==> config.mk <==
export PLATFORM = sky130hd
export DESIGN_NAME = tlc_demand_scheduler
export DESIGN_NICKNAME = d
export VERILOG_FILES = /design/src/rtl/tlc_demand_scheduler.sv
export SDC_FILE = /design/constraint.sdc
export NUM_CORES = 1
export LEC_CHECK = 0
export ABC_CLOCK_PERIOD_IN_PS = 2400
export CAP_MARGIN = 5
export CORE_MARGIN = 8
export CORE_UTILIZATION = 49
export CTS_CLUSTER_DIAMETER = 80
export DETAILED_ROUTE_END_ITERATION = 12
export GPL_TIMING_DRIVEN = 0
export PLACE_DENSITY = 0.76
export SYNTH_ARGS = -nofsm -noshare
export SYNTH_HDL_FRONTEND = slang
export SYNTH_SLANG_ARGS = --single-unit
==> constraint.sdc <==
create_clock -name Clk -period 2.4 [get_ports Clk]
set_clock_uncertainty 0.2 [all_clocks]
set_input_delay 0.24 -clock Clk [delete_from_list [all_inputs] [get_ports Clk]]
set_output_delay 0.24 -clock Clk [all_outputs]
set_load 0.03 [all_outputs]
==> src/rtl/tlc_demand_scheduler.sv <==
// Demand scheduler and seconds timer for the highway/farm intersection light controller.
// Latches farm/pedestrian demand, grants the end of highway green, and handles emergency preemption.
module tlc_demand_scheduler #(
    parameter int TICKS_PER_SEC = 100,
    parameter int MIN_GREEN     = 30,
    parameter int MAX_WAIT      = 60
) (
    input  logic        Clk,
    input  logic        Rst,
    input  logic        RstCount,
    input  logic        hwyGreen,
    input  logic        farmSensor,
    input  logic        pedButton,
    input  logic        emergency,
    output logic [30:0] Count,
    output logic        secTick,
    output logic        farmReq,
    output logic        preempt,
    output logic [1:0]  schedState
);

    localparam int          PW          = (TICKS_PER_SEC > 1) ? $clog2(TICKS_PER_SEC) : 1;
    localparam logic [PW-1:0] PRE_LAST  = PW'(TICKS_PER_SEC - 1);
    localparam logic [30:0] COUNT_MAX   = {31{1'b1}};
    localparam logic [30:0] MIN_GREEN_C = 31'(MIN_GREEN);
    localparam logic [7:0]  MAX_WAIT_C  = 8'(MAX_WAIT);
    localparam logic [7:0]  WAIT_MAX    = 8'hFF;

    typedef enum logic [1:0] {
        IDLE    = 2'b00,
        PENDING = 2'b01,
        SERVE   = 2'b10,
        PREEMPT = 2'b11
    } state_t;

    state_t        state;
    state_t        state_nxt;
    logic [PW-1:0] pre;
    logic          farm_pend;
    logic          ped_pend;
    logic [7:0]    wait_cnt;
    logic          wrap;
    logic          any_req;
    logic          req_nxt;
    logic          entering_serve;
    logic          entering_pending;

    assign wrap             = (pre == PRE_LAST);
    assign any_req          = farm_pend | ped_pend | farmSensor | pedButton;
    assign entering_serve   = (state_nxt == SERVE) && (state != SERVE);
    assign entering_pending = (state_nxt == PENDING) && (state != PENDING);
    assign schedState       = state;

    // Seconds prescaler and saturating elapsed-seconds count; RstCount beats a wrap.
    always_ff @(posedge Clk or posedge Rst) begin
        if (Rst) begin
            pre     <= '0;
            Count   <= 31'd0;
            secTick <= 1'b0;
        end else if (RstCount) begin
            pre     <= '0;
            Count   <= 31'd0;
            secTick <= 1'b0;
        end else if (wrap) begin
            pre     <= '0;
            secTick <= 1'b1;
            if (Count != COUNT_MAX) begin
                Count <= Count + 31'd1;
            end else begin
                Count <= Count;
            end
        end else begin
            pre     <= pre + PW'(1);
            secTick <= 1'b0;
        end
    end

    // Next-state decision; emergency overrides every state.
    always_comb begin
        state_nxt = state;
        if (emergency) begin
            state_nxt = PREEMPT;
        end else begin
            case (state)
                IDLE:    state_nxt = any_req ? PENDING : IDLE;
                PENDING: state_nxt = (farmReq && !hwyGreen) ? SERVE : PENDING;
                SERVE:   state_nxt = hwyGreen ? (any_req ? PENDING : IDLE) : SERVE;
                PREEMPT: state_nxt = any_req ? PENDING : IDLE;
                default: state_nxt = IDLE;
            endcase
        end
    end

    // Grant is only meaningful while highway green runs in PENDING.
    always_comb begin
        req_nxt = 1'b0;
        if ((state == PENDING) && !emergency && hwyGreen) begin
            req_nxt = (Count >= MIN_GREEN_C) || (wait_cnt >= MAX_WAIT_C);
        end else begin
            req_nxt = 1'b0;
        end
    end

    // State and registered controller outputs.
    always_ff @(posedge Clk or posedge Rst) begin
        if (Rst) begin
            state   <= IDLE;
            farmReq <= 1'b0;
            preempt <= 1'b0;
        end else begin
            state   <= state_nxt;
            farmReq <= req_nxt;
            preempt <= emergency;
        end
    end

    // Demand latches: cleared when service starts, but a request in that same cycle still sticks.
    always_ff @(posedge Clk or posedge Rst) begin
        if (Rst) begin
            farm_pend <= 1'b0;
            ped_pend  <= 1'b0;
        end else if (entering_serve) begin
            farm_pend <= farmSensor;
            ped_pend  <= pedButton;
        end else begin
            farm_pend <= farm_pend | farmSensor;
            ped_pend  <= ped_pend | pedButton;
        end
    end

    // Age of the pending request in seconds, restarted on every entry to PENDING.
    always_ff @(posedge Clk or posedge Rst) begin
        if (Rst) begin
            wait_cnt <= 8'd0;
        end else if (entering_pending) begin
            wait_cnt <= 8'd0;
        end else if ((state == PENDING) && secTick && (wait_cnt != WAIT_MAX)) begin
            wait_cnt <= wait_cnt + 8'd1;
        end else begin
            wait_cnt <= wait_cnt;
        end
    end

endmodule

# == Yosys cells after proc, flatten, opt, wreduce, memory -nomap -nowiden ==
# Index checks and enable logic that the tools add are counted.
# classes
addsub,3
n_lt_le_gt_ge,2
eq_ne,10
muxes,17
bitwise_logic,5
reduce_logical,16
# op_table
op,n
$mux W31,3
$add A31 B1 Y31 const B,1
$ge A31 B5 Y1 const B,1
$ne A31 B31 Y1 const B,1
$mux W8,2
$mux W7,2
$add A8 B1 Y8 const B,1
$ge A8 B6 Y1 const B,1
$ne A8 B8 Y1 const B,1
$add A7 B1 Y7 const B,1
$eq A7 B7 Y1 const B,1
$logic_and A1 B1 Y1,7
$eq A2 B2 Y1 const B,3
$mux W1,6
$mux W2,3
$pmux W2 S3,1
$reduce_bool A2 Y1,3
$or A1 B1 Y1,5
$eq A2 B1 Y1 const B,2
$logic_not A1 Y1,2
$logic_not A2 Y1,1
$ne A2 B1 Y1 const B,1
$ne A2 B2 Y1 const B,1
$reduce_and A2 Y1,1
other kinds (2),2
# word_totals
register_bits,53
input_bits,7
output_inout_bits,36
wordCells,62

# == Longest topological paths before layout ==
# Gate-level depths: netlist of the first run.
# depth
ltp_word,10
ltp_mapped,8
mapped_depth_nobuf,6

# == Least setup slack after synthesis of the first run ==
# Ideal clock, no wire load.
# synth_timing
path_type,register to register
startpoint,register Count[1]
endpoint,register Count[26]
setup_ps,78
arrival_time_ps,2194
required_ps,2122
setup_slack_ps,-72
path_stages_with_launch,7
n_path_buf,0
period_less_slack_ps,2472
cell_sequence,dfrtp_1 ha_1 inv_1 or3_1 a2111o_1 or3_1 a21oi_1
# synth_via
elab_chain_len,4
word_cells_on_any_way,7
classes_between,add/sub: 1; eq/ne: 1; mux: 3; reduce/logical: 2
# synth_lines
element,line,text
start: declaration,15,"output logic [30:0] Count,"
start signal: assignment,68,Count <= Count + 31'd1;
start signal: assignment,70,Count <= Count;
$add A31 B1 Y31,68,
$mux W31,67,if (Count != COUNT_MAX) begin
$mux W31,64,end else if (wrap) begin
$mux W31,60,end else if (RstCount) begin
# Several ways; a longest one is shown, not always the timed one. The select of a mux whose other input is x is not followed.
# A chain may end at the register's enable or synchronous reset.

# == Worst setup path after layout of the first run ==
# layout_timing
startpoint,register pre[3]
endpoint,register Count[25]
# layout_via
elab_chain_len,3
# layout_lines
element,line,text
start: declaration,38,logic [PW-1:0] pre;
start signal: assignment,73,pre <= pre + PW'(1);
$eq A7 B7 Y1,48,assign wrap = (pre == PRE_LAST);
$reduce_bool A2 Y1 (no line),--,
$reduce_and A2 Y1 (no line),--,
# No other way between the ends.

==> reports/results.ini, run 1 <==
[sta]
tightest_slew_ns = 0.7075
setup_viol = 0
max_slew_margin_pct = 52.62
whs_ns = 0.09729
fin_crit_sh_pct = 98.26
fmax_mhz = 424.0
finalMaxSlewViolations = 0
setup_slack_ns = 0.04173
grt_setup_unrepaired = yes
post-route-min-period_ns = 2.358
hold_violations = 0

[logic_synthesis]
avgSynthCellArea_um2 = 9.434
synth_seq_cells = 53
synth_cell_types = 46
yosys_warnings = 0
synth.yosys.seq_area_share_pct = 45.20
synthesis.area_um2 = 2934
synth-async-reset-ratio_pct = 100.0
syn_nets = 325
synth_top_flop_cell = dfrtp_1
synth_edf_count = 0
synthCells = 311

[critical_path]
cp.arrival_ns = 2.36
cp_data_required_time_ns = 2.40
cp-start-kind = register
crit_chain = nor4b_4 > a31o_2 > nand3b_1 > buf_2 > nor3_1 > mux2_2
cp_max_fo = 10
crit_path_end_kind = register
cp_slowest_cell = dfrtp_2
crit_type = reg -> reg
max_stage_delay_ns = 0.45

[layout]
layout_commonest_cell = clkdlybuf4s50_1
nets = 384
fin_area_um2 = 3769
layout_common_cells = clkdlybuf4s50_1 (42), dfrtp_1 (41), nor2_1 (37)
diodes = 0
syn2layout_area_growth_pct = 28.44
drive_gt1_share_pct = 17.79

[clock_network]
cts_buffers = 5
holdBufCountCts = 0
path_clk_slew_ns = 0.10
cts_buffer_depth = 2
cts_tree = built
clock_latency_ns = 0.31
cts_max_level = 2
cts-root-buf = clkbuf_8
clock_sinks = 53

[grt]
grt_max_degree = 29
grt_pass1_vias = 2658
antenna_found_initial = 0
grt_usage_pct = 17.74
grt_overflow = 0
grt_pass1_wl_mm = 12.54

[placed_design]
gp_congestion = 0.8749
dpl_cell_area_um2 = 3472
io_buffers = 42
pre_cts_ws_ns = -0.3989
dp_hpwl_mm = 5.407

[route]
drtAntennaViolNets = 0
viasPerCell = 6.029
first_iter_violations = 148
dr.pass1.iters = 5
wire_per_inst_um = 17.61
routed_wirelength_mm = 7.852
via_count = 2689
drcViolationCount = 0

[power]
p_sw_share_pct = 24.84
peakVddDrop_mv = 0.2858
p_seq_share_pct = 59.6
internal_power_mw = 1.144
p_leak_nw = 1.470
p_sw_mw = 0.3780
power.density_nw_per_um2 = 403.8
power.share.clock_pct = 33.0
pwr-share-comb_pct = 7.4

[die]
start_util_pct = 50.15
die-width_um = 93.38
die_area_um2 = 8720
rows = 28
num_io_pins = 43
fp.dieH_um = 93.38
core_area_um2 = 5851

[outcome]
status = finished clean

[run]
maxCapViolCount = 0

[worst_hold_path]
hp-class = in -> async

==> worst paths after layout <==
check | start | endpoint | slack [ns] | cells after the start
setup / recovery | pre[3] | Count[25] | 0.04 | 6
hold / removal | Rst | wait_cnt[2] | 0.1 | 2
setup reg to reg | pre[3] | Count[25] | 0.04 | 6
hold reg to reg | pre[0] | pre[0] | 0.27 | 1
max in group asynchronous | Rst | Count[25] | 1.34 | 3
min in group Clk | pre[0] | pre[0] | 0.27 | 1
==> layout make-up <==
class | instances | area (um2)
Sequential cell | 53 | 1341
Inverter | 12 | 45.04
Tap cell | 75 | 93.84
Clock inverter | 2 | 10.01
Fill cell | 477 | 2082
Timing Repair Buffer | 53 | 519.2
Buffer | 10 | 51.30
Multi-Input combinational cell | 235 | 1635
Clock buffer | 6 | 72.57
==> flip-flops by register name, indices dropped and copies added (netlist names) <==
signal / cells
pre: 7
farm_pend: 1
schedState: 2
preempt: 1
wait_cnt: 8
secTick: 1
Count: 31
farmReq: 1
ped_pend: 1
==> cell families after synthesis <==
family                     synth area share (%)
buffers and inverters                     3.198
and+or+nand+nor                           28.19
muxes                                     2.985
DFF                                       45.20
xor gates and xnor gates                  4.179
adders and majority gates                 2.985
AOI/OAI and AO/OA                         13.26
==> metal layers <==
| metal | part of all wire [%] | track usage (%) | vias to the layer above |
|---|---|---|---|
| li1 | - | - | 1259 |
| met1 | 41 | 21.08 | 1299 |
| met2 | 50 | 29.08 | 114 |
| met3 | 7.9 | 5.128 | 17 |
| met4 | 1.6 | 7.919 | 0 |
| met5 | 0 | 0 | - |
==> stage by stage <==
step	utilization [%]	setup TNS (ns)	total power, mW	std cells
3_5_place_dp	59.35	-4.495	1.032	429
4_1_cts	61.87	0	1.520	440
2_1_floorplan	-	0	0.9860	311
6_report	64.41	0	1.522	446
3_3_place_gp	59.00	-22.45	1.026	428
5_1_grt	64.41	-0.2114	1.570	446
==> synth_stat cells, types with 2 or more instances <==
master / instances / share of area (%)
dfrtp_1: 53 / 45
nor2_1: 38 / 4.9
a21oi_1: 22 / 3.8
nand3_1: 16 / 2.7
nand2_1: 14 / 1.8
nand4_1: 13 / 2.8
o21ai_0: 13 / 2.2
inv_1: 12 / 1.5
nor3_1: 12 / 2.0
xnor2_1: 11 / 3.3
o31ai_1: 10 / 2.6
or3_1: 9 / 1.9
or4_1: 9 / 2.3
ha_1: 7 / 3.0
nor2b_1: 7 / 1.5
nor4_1: 7 / 1.5
clkbuf_1: 6 / 0.77
mux2_2: 6 / 2.3
and3_1: 4 / 0.85
and4_1: 4 / 1.2
nand2b_1: 4 / 0.85
buf_2: 3 / 0.51
xor2_1: 3 / 0.90
a211oi_1: 2 / 0.51
a21o_1: 2 / 0.51
a31oi_1: 2 / 0.43
mux2i_1: 2 / 0.68
nor4_2: 2 / 0.85
==> power by group through the flow <==
stage / Clock, mW / Combinational [mW] / Sequential (mW)
after floorplan: 0 / 0.0543 / 0.932
after global placement: 0 / 0.102 / 0.924
after detailed placement: 0 / 0.108 / 0.924
after CTS: 0.500 / 0.113 / 0.907
after global routing: 0.538 / 0.125 / 0.908
final: 0.502 / 0.113 / 0.907
==> worst max-delay path, delay by kind of cell (launching register included) <==
kind	cells	cell delay (ns)
and+or+nand+nor	3	0.76
DFF	1	0.45
muxes	1	0.36
AOI/OAI and AO/OA	1	0.24
buffers and inverters	1	0.23
==> what timing repair did <==
action / 4_1_cts / 5_1_grt
cloned: 0 / 0
pin swaps: 2 / 10
endpoints found under the setup margin: 24 / 31
buffers inserted: 3 / 7
gates resized for setup: 8 / 30
Note: power is estimated with default switching activity, not from simulation.
==> run 2: changes to the inputs <==
ABC_CLOCK_PERIOD_IN_PS = 3000   (was 2400)
CORE_UTILIZATION = 58   (was 49)
PLACE_DENSITY = 0.84   (was 0.76)
clock period = 3 ns   (was 2.4 ns; I/O delays follow)
==> run 2 against run 1 <==
Sequential power decreased by 20%. Flip-flop and latch count is the same. Maximum frequency is 16% lower. Die area fell by 13%. Sequential share of layout area grew 1.5 points. Critical endpoint unchanged. Highest routed layer unchanged.
==> reports/results.ini, run 2 (same netlist as run 1, synthesis figures left out) <==
[outcome]
status = finished clean

[placed_design]
io_buffers = 42
dpl_cell_area_um2 = 3462
gp_congestion = 0.8909
pre_cts_ws_ns = 0.1534
dp_hpwl_mm = 5.274
dp_cells = 424

[route]
dr.pass1.iters = 4
drtAntennaViolNets = 0
first_iter_violations = 205
wire_per_inst_um = 16.97
via_count = 2648
routed_wirelength_mm = 7.329
viasPerCell = 6.130
drcViolationCount = 0

[power]
power.share.clock_pct = 37.4
power.density_nw_per_um2 = 362.8
total_power_mw = 1.296
p_sw_mw = 0.2961
p_sw_share_pct = 22.84
p_seq_share_pct = 56.0
p_leak_nw = 1.387
peakVddDrop_mv = 0.3687
pwr-share-comb_pct = 6.7
internal_power_mw = 1.000

[layout]
layout_common_cells = dfrtp_1 (53), clkdlybuf4s50_1 (42), nor2_1 (38)
fillers = 419
regMostFlops = Count
finalNonFillerCells = 432
fin_area_um2 = 3573
drive_gt1_share_pct = 7.735
layout_commonest_cell = dfrtp_1
reg.largest.list = Count x31, wait_cnt x8, pre x7
nets = 375
syn2layout_area_growth_pct = 21.79
final_core_util_pct = 71.33
largest_reg_flops = 31
diodes = 0

[critical_path]
cp.arrival_ns = 2.79
max_stage_delay_ns = 0.43
worst-r2r-cell-count = 6
crit_type = reg -> reg
r2r_start = pre[3]
cp-start-kind = register
cp_slowest_cell = dfrtp_1
ff2ff_setup_slack_ns = 0.20
r2r-end = Count[25]
cp_max_fo = 10
crit_chain = nor4b_2 > a31o_2 > nand3b_1 > clkbuf_1 > nor3_1 > mux2_2
cp_data_required_time_ns = 2.99
crit_path_start = pre[3]
crit_path_end_kind = register

[run]
maxCapViolCount = 0

[sta]
finalMaxSlewViolations = 0
fin_setup_tns_ns = 0
setup_viol = 0
setup_slack_ns = 0.2007
whs_ns = 0.1792
post-route-min-period_ns = 2.799
max_slew_margin_pct = 35.99
fmax_mhz = 357.2
tightest_slew_ns = 0.9581
fin_crit_sh_pct = 93.31
hold_violations = 0
grt_setup_unrepaired = no

[die]
core_area_um2 = 5010
die_area_um2 = 7591
num_io_pins = 43
die-width_um = 87.13
fp.dieH_um = 87.13
rows = 26
start_util_pct = 58.57

[clock_network]
clock_latency_ns = 0.31
clock_sinks = 53
path_clk_slew_ns = 0.10
cts_buffer_depth = 2
cts_tree = built
cts_max_level = 2
post_cts_buffers = 0
holdBufCountCts = 0
cts-root-buf = clkbuf_8
cts_resized = 0
cts_buffers = 5

[grt]
antenna_found_initial = 0
grt_max_degree = 30
grt_pass1_vias = 2491
grt_overflow = 0
grt_pass1_wl_mm = 12.09
grt_usage_pct = 19.78

[worst_hold_path]
hp-class = in -> async

-- run 2: layer usage --
layer  wire, um  global-route usage [%]  up-vias
met5          0                       0        -
met4         73                   4.219        0
met3        519                   3.585       10
met2       3536                   32.20      117
met1       3200                   26.64     1272
li1           -                       -     1249
-- run 2: power groups by stage --
stage	Combinational [mW]	Clock, mW	Sequential (mW)
global route	0.0970	0.517	0.726
CTS	0.0877	0.496	0.725
floorplan	0.0435	0	0.745
detailed placement	0.0870	0	0.740
global placement	0.0819	0	0.739
finish	0.0864	0.485	0.725
-- run 2: worst max-delay path by stage --
stage | to | cells after the start
finish | Count[25] | 6
global route | Count[25] | 6
CTS | Count[25] | 6
detailed placement | Count[25] | 6
global placement | Count[23] | 6
floorplan | Count[26] | 6
-- run 2: area by class of cell --
class                           instances  area [um2]  share of cell area (%)
Clock buffer                            6       72.57                   2.031
Tap cell                               70       87.58                   2.451
Sequential cell                        53        1326                   37.11
Clock inverter                          2       38.79                   1.085
Multi-Input combinational cell        235        1514                   42.37
Buffer                                 11       48.80                   1.366
Timing Repair Buffer                   43       440.4                   12.32
Inverter                               12       45.04                   1.261
-- run 2: critical path, delay by kind of cell (launching register included) --
kind / cells / cell delay [ns]
DFF: 1 / 0.43
and+or+nand+nor: 3 / 1.02
muxes: 1 / 0.36
buffers and inverters: 1 / 0.35
AOI/OAI and AO/OA: 1 / 0.33
